`src/rtl/iter_div.sv`:
```
// iter_div: unsigned restoring shift-subtract divider
// one quotient bit per cycle, go/busy/done handshake
module iter_div #(
  parameter int WIDTH = 32
) (
  input  logic             clk,
  input  logic             reset,
  input  logic             go,
  input  logic [WIDTH-1:0] left,
  input  logic [WIDTH-1:0] right,
  output logic [WIDTH-1:0] quotient,
  output logic [WIDTH-1:0] remainder,
  output logic             done,
  output logic             busy
);

  localparam int CW = $clog2(WIDTH);

  typedef enum logic [1:0] {
    IDLE,
    CALC,
    DONE
  } state_t;

  state_t           r_state;
  state_t           w_state_nxt;

  // dividend shifts out of the top while quotient bits fill the bottom
  logic [WIDTH-1:0] r_dq;
  logic [WIDTH-1:0] r_div;
  logic [WIDTH-1:0] r_rem;
  logic [WIDTH-1:0] r_quo;
  logic [WIDTH-1:0] r_res_rem;
  logic [CW-1:0]    r_cnt;

  logic [WIDTH:0]   w_shift;
  logic [WIDTH-1:0] w_sub;
  logic [WIDTH-1:0] w_rem_nxt;
  logic [WIDTH-1:0] w_dq_nxt;
  logic             w_ge;
  logic             w_last;
  logic             w_start;

  // partial remainder is WIDTH+1 bits wide only at the compare
  assign w_shift   = {r_rem, r_dq[WIDTH-1]};
  assign w_ge      = w_shift >= {1'b0, r_div};
  // when w_ge holds the true difference fits in WIDTH bits
  assign w_sub     = w_shift[WIDTH-1:0] - r_div;
  assign w_rem_nxt = w_ge ? w_sub : w_shift[WIDTH-1:0];
  assign w_dq_nxt  = {r_dq[WIDTH-2:0], w_ge};
  assign w_last    = (r_cnt == '0);
  assign w_start   = go && (r_state != CALC);

  assign quotient  = r_quo;
  assign remainder = r_res_rem;

  // state register
  always_ff @(posedge clk) begin
    if (reset) r_state <= IDLE;
    else       r_state <= w_state_nxt;
  end

  // next state and handshake outputs
  always_comb begin
    w_state_nxt = r_state;
    done        = 1'b0;
    busy        = 1'b0;
    unique case (r_state)
      IDLE: begin
        if (go) w_state_nxt = CALC;
      end
      CALC: begin
        busy = 1'b1;
        if (w_last) w_state_nxt = DONE;
      end
      DONE: begin
        done        = 1'b1;
        w_state_nxt = go ? CALC : IDLE;
      end
      default: w_state_nxt = IDLE;
    endcase
  end

  // datapath: load on accepted go, iterate in CALC, publish on last step
  always_ff @(posedge clk) begin
    if (reset) begin
      r_dq      <= '0;
      r_div     <= '0;
      r_rem     <= '0;
      r_cnt     <= '0;
      r_quo     <= '0;
      r_res_rem <= '0;
    end else if (w_start) begin
      r_dq  <= left;
      r_div <= right;
      r_rem <= '0;
      r_cnt <= CW'(WIDTH - 1);
    end else if (r_state == CALC) begin
      r_dq  <= w_dq_nxt;
      r_rem <= w_rem_nxt;
      r_cnt <= r_cnt - CW'(1);
      if (w_last) begin
        r_quo     <= w_dq_nxt;
        r_res_rem <= w_rem_nxt;
      end
    end
  end

endmodule

```
`config.mk`:
```
export PLATFORM = sky130hd
export DESIGN_NAME = iter_div
export DESIGN_NICKNAME = d
export VERILOG_FILES = /design/src/rtl/iter_div.sv
export SDC_FILE = /design/constraint.sdc
export NUM_CORES = 1
export LEC_CHECK = 0
export CAP_MARGIN = 10
export CORE_ASPECT_RATIO = 0.75
export CORE_UTILIZATION = 25
export CTS_CLUSTER_DIAMETER = 40
export DETAILED_ROUTE_END_ITERATION = 8
export DONT_BUFFER_PORTS = 1
export GPL_TIMING_DRIVEN = 0
export HOLD_SLACK_MARGIN = 0.08
export SYNTH_ARGS = -nofsm -noshare
export SYNTH_HDL_FRONTEND = slang
export SYNTH_SLANG_ARGS = --single-unit
```
`constraint.sdc`:
```
create_clock -name clk -period 8.9 [get_ports clk]
set_clock_uncertainty 0.2 [all_clocks]
set_input_delay 1.78 -clock clk [delete_from_list [all_inputs] [get_ports clk]]
set_output_delay 1.78 -clock clk [all_outputs]
set_load 0.02 [all_outputs]
```
## Word level (Yosys, flattened, before mapping)

Index checks and enable logic that the tools add are counted.

- Input bits: 67
- Register bits: 167
- Logic and storage cells: 34
- Output and inout bits: 66

- Eq/ne operators: 5
- Mux-type cells: 11
- Bitwise gates (word level): 1
- Reduce and logical (&&, ||, !) cells: 7
- $add $sub $neg: 2
- Magnitude comparators: 1

Operator list:

| kind | number |
|---|---|
| $mux 32 | 3 |
| $ge 33x32->1 | 1 |
| $sub 32x32->32 | 1 |
| $mux 5 | 2 |
| $pmux 2 s3 | 1 |
| $logic_not 5->1 | 1 |
| $sub 5x1->5 const B | 1 |
| $mux 2 | 2 |
| $ne 2x2->1 const B | 2 |
| $mux 1 | 3 |
| $reduce_and 3->1 | 1 |
| $eq 2x1->1 const B | 1 |
| $eq 2x2->1 const B | 1 |
| $logic_not 2->1 | 1 |
| $ne 2x1->1 const B | 1 |
| $reduce_and 2->1 | 1 |
| $reduce_bool 2->1 | 1 |
| $reduce_or 2->1 | 1 |
| $logic_and 1x1->1 | 1 |
| $not 1->1 | 1 |

## Depth between registers and ports, before layout

- Word-level depth: 4
- Depth in mapped cells: 14
- Gate-level depth less buffers: 12

## Worst setup path before layout

Ideal clock, no wire load.

- Path kind: reg2out
- From: register r_state[1]
- To: output port busy
- Cell stages (with the launch flop): 6
- Data arrival time: 1422 ps
- Buffers on the path: 3
- Required time: 6920 ps
- Setup slack: 5498 ps
- Cells stage by stage: dfxtp_1 nand2b_1 clkbuf_1 clkinv_1 clkbuf_1 clkbuf_1

- Word-level cells in the longest chain between the ends: 2

RTL lines:

| item | RTL line | source |
|---|---|---|
| start: declaration | 25 | `state_t r_state;` |
| start signal: assignment | 60 | `else r_state <= w_state_nxt;` |
| $eq 2x1->1 | 68 | `unique case (r_state)` |
| $mux 1 | 68 |  |
| end: declaration | 14 | `output logic busy` |

Every way passes these cells.

## Worst setup path after layout

Ends and elaborated chain as after synthesis.

==> impl_metrics.env <==
export IMPL_irDropWorstVdd_uv=165.8
export IMPL_seq_area_frac_synth_pct=40.23
export IMPL_required_ns=6.92
export IMPL_slowest_stage="clkbuf_1"
export IMPL_synthTopCellsByCount="nand2_1 (168), dfxtp_1 (167), a21oi_1 (121), nor2_1 (108), a211oi_1 (78)"
export IMPL_wl_met1_um=12910
export IMPL_maxCapViolCount=0
export IMPL_num_io_pins=133
export IMPL_die_w_um=212.5
export IMPL_cts_root_buf="clkbuf_16"
export IMPL_wl_per_cell_um=17.68
export IMPL_top_layer_used="met4"
export IMPL_synth_xor_area_share_pct=2.213
export IMPL_path_cells="nand2b_1 > clkbuf_1 > clkinv_1 > clkbuf_1 > clkbuf_1"
export IMPL_holdWs_ns=0.2563
export IMPL_rrSetupSlack_ns=5.26
export IMPL_worstSetupStartpoint="r_state[1]"
export IMPL_hold_violations=0
export IMPL_cts_buffers=17
export IMPL_initial_utilization_pct=25.55
export IMPL_worstReg2RegEnd="remainder[19]"
export IMPL_insertion_delay_ns=0.44
export IMPL_hpwl_um=20370
export IMPL_grt_max_degree=17
export IMPL_clk_pin_slew_worst_paths_ns=0.07
export IMPL_worst_setup_path_type="flip-flop to output port"
export IMPL_wl_met2_um=11260
export IMPL_end_kind="output port"
export IMPL_place_gp_congestion=0.9050
export IMPL_wl_um=26620
export IMPL_cp_buffers_inverters=4
export IMPL_route_vias_total=7337
export IMPL_drtAntennaViolNets=0
export IMPL_outcome="finished clean"
export IMPL_antenna_found_initial=0
export IMPL_post_cts_resized=0
export IMPL_slowest_delay_ns=0.73
export IMPL_startpoint_type="flip-flop"
export IMPL_final_area_sq_um=9454
export IMPL_synthAdderAreaFrac_pct=5.360
export IMPL_min_path_type="flip-flop to flip-flop"
export IMPL_synth_compound_area_share_pct=24.45
export IMPL_synth_top_family_by_area="compound AO/OA/AOI/OAI gates"
export IMPL_r2r_start="r_div[24]"
export IMPL_synth_edf_count=0
export IMPL_grt_use_total_pct=15.89
export IMPL_nets=1154
export IMPL_finalCriticalPeriod_ns=4.505
export IMPL_synth_simple_area_share_pct=17.51
export IMPL_fin_total_pwr_w=0.002308
export IMPL_yosysMostFrequentCell="nand2_1"
export IMPL_cts_hold_buf=0
export IMPL_die_h_um=159.9
export IMPL_setup_tns_ns=0
export IMPL_setup_viol=0
export IMPL_slew_headroom_pct=40.35
export IMPL_synth_top_area_share_pct=40.23
export IMPL_p_leak_nw=3.592
export IMPL_async_flop_share_pct=0
export IMPL_syn_nets=1135
export IMPL_ys_seq_elements=167
export IMPL_first_iter_violations=506
export IMPL_tightest_slew_ns=0.8948
export IMPL_num_rows=57
export IMPL_min_from="r_div[30]"
export IMPL_area_growth_syn_to_layout_pct=13.76
export IMPL_yosys_mux_area_fraction_pct=4.577
export IMPL_coreArea_sq_um=32520
export IMPL_whs_endpoint="r_div[30]"
export IMPL_crit_family="buffers and inverters"
export IMPL_cts_sinks=167
export IMPL_numPortBuffers=0
export IMPL_avgSynthCellArea_sq_um=8.045
export IMPL_powerDensity_nw_per_um2=244.2
export IMPL_grt_pass1_vias=7102
export IMPL_path_common_cell="clkbuf_1"
export IMPL_drc=0
export IMPL_maxSlewViolCount=0
export IMPL_wl_met3_um=2077
export IMPL_via_per_inst=4.872
export IMPL_min_path_cells=2
export IMPL_overflow=0
export IMPL_antennaDiodeCount=0
export IMPL_yosys_cell_types_count=63
export IMPL_htreeDepth=4
export IMPL_first_pass_iters=5
export IMPL_postSynthCellCount=1033
export IMPL_yosysWarnings=0
export IMPL_crit_arrival_ns=2.52
export IMPL_cts_setup_buffers=0
export IMPL_fill_cells=3547
export IMPL_r2r_cells=11
export IMPL_yosysTopAreaCell="dfxtp_1"
export IMPL_yosys_most_used_dff="dfxtp_1"
export IMPL_cp_max_fo=10
export IMPL_ys_top_cells_by_area="dfxtp_1 (40%), nand2_1 (7.6%), a21oi_1 (7.3%)"
export IMPL_grt_setup_unrepaired="no"
export IMPL_cts_tree="built"
export IMPL_syn_area_sq_um=8310
export IMPL_post_dp_cell_area_sq_um=8864
export IMPL_post_route_period_util_pct=50.61
export IMPL_drive_gt1_share_pct=5.733
export IMPL_dieArea_sq_um=33980
export IMPL_grt_first_pass_wirelength_um=41330
export IMPL_clock_fmax_mhz=222.0
export IMPL_clock_path_buffers=2
## area by class of cell
type / instances / area, sq um / share of cell area (%)
multi-input cells: 752 / 4497 / 47.56
clock buffers: 17 / 425.4 / 4.500
clock inverters: 14 / 165.2 / 1.747
plain buffers: 75 / 324.1 / 3.428
well taps: 442 / 553.0 / 5.850
inverters: 39 / 146.4 / 1.548
flip-flops and latches: 167 / 3343 / 35.36
## cell families (layout without fill, tap and decap cells)
kind of cell	after synthesis	in the layout
AO/OA/AOI/OAI	312	312
XOR/XNOR	21	21
adder cells (fa/ha/maj)	35	35
buffers and inverters	114	145
flip-flops	167	167
multiplexers	38	38
AND/OR/NAND/NOR	346	346
## flip-flops by register name (all words and copies together) (netlist names)
register,cells
r_rem,32
r_state,2
r_cnt,5
remainder,32
r_dq,32
quotient,32
r_div,32
## metrics by stage
step                      instances  util (%)  setup WS, ns
after floorplan                1033         -         5.498
after global placement         1475     27.25         4.811
after detailed placement       1475     27.25         4.808
after CTS                      1506     29.07         4.335
after global routing           1506     29.07         4.098
final                          1506     29.07         4.395
## cell usage in the layout (no fill, tap or decap), types with 3 or more instances in the layout
cell type	Yosys	routed
a21oi_1	121	121
mux2i_1	38	38
a211oi_1	78	78
nand4_1	9	9
o21ai_0	24	24
nor2_1	108	108
and2_1	6	6
inv_6	0	6
clkbuf_16	0	17
nor3_1	10	10
a21o_1	22	22
ha_1	34	34
o21ai_1	10	10
nor2b_1	5	5
nand3_1	12	12
buf_1	4	4
buf_2	6	6
xor2_1	7	7
clkbuf_1	58	58
o21a_1	6	6
o21bai_1	7	7
buf_6	3	3
a21oi_2	5	5
buf_4	3	3
o211ai_1	3	3
dfxtp_1	167	167
xnor2_1	14	14
and3_1	8	8
or3_1	4	4
nand2_1	168	168
nand2b_1	5	5
a31oi_1	6	6
inv_1	38	38
## worst min-delay path: cells and delay by family, from the launching register on
kind | cells | cell delay [ns]
flops | 1 | 0.31
simple gates | 1 | 0.05
compound gates | 1 | 0.05
## power breakdown
| group | internal [W] | leakage, nW | switching, W |
|---|---|---|---|
| combinational | 0.000250 | 1.94 | 0.000437 |
| clock | 0.000422 | 0.289 | 0.000346 |
| sequential | 0.000799 | 1.36 | 0.0000542 |
## layer usage
layer | up-vias | GRT usage (%)
li1 | 3649 | -
met1 | 3463 | 21.91
met2 | 201 | 23.47
met3 | 24 | 5.388
met4 | 0 | 4.055
met5 | - | 0
## worst max path at each step
stage / to / cells after the start
after floorplan: busy / 5
after global placement: busy / 5
after detailed placement: r_rem[11] / 5
after CTS: busy / 5
after global routing: busy / 5
final: busy / 5
No activity file was read; power rests on OpenSTA's default activity.
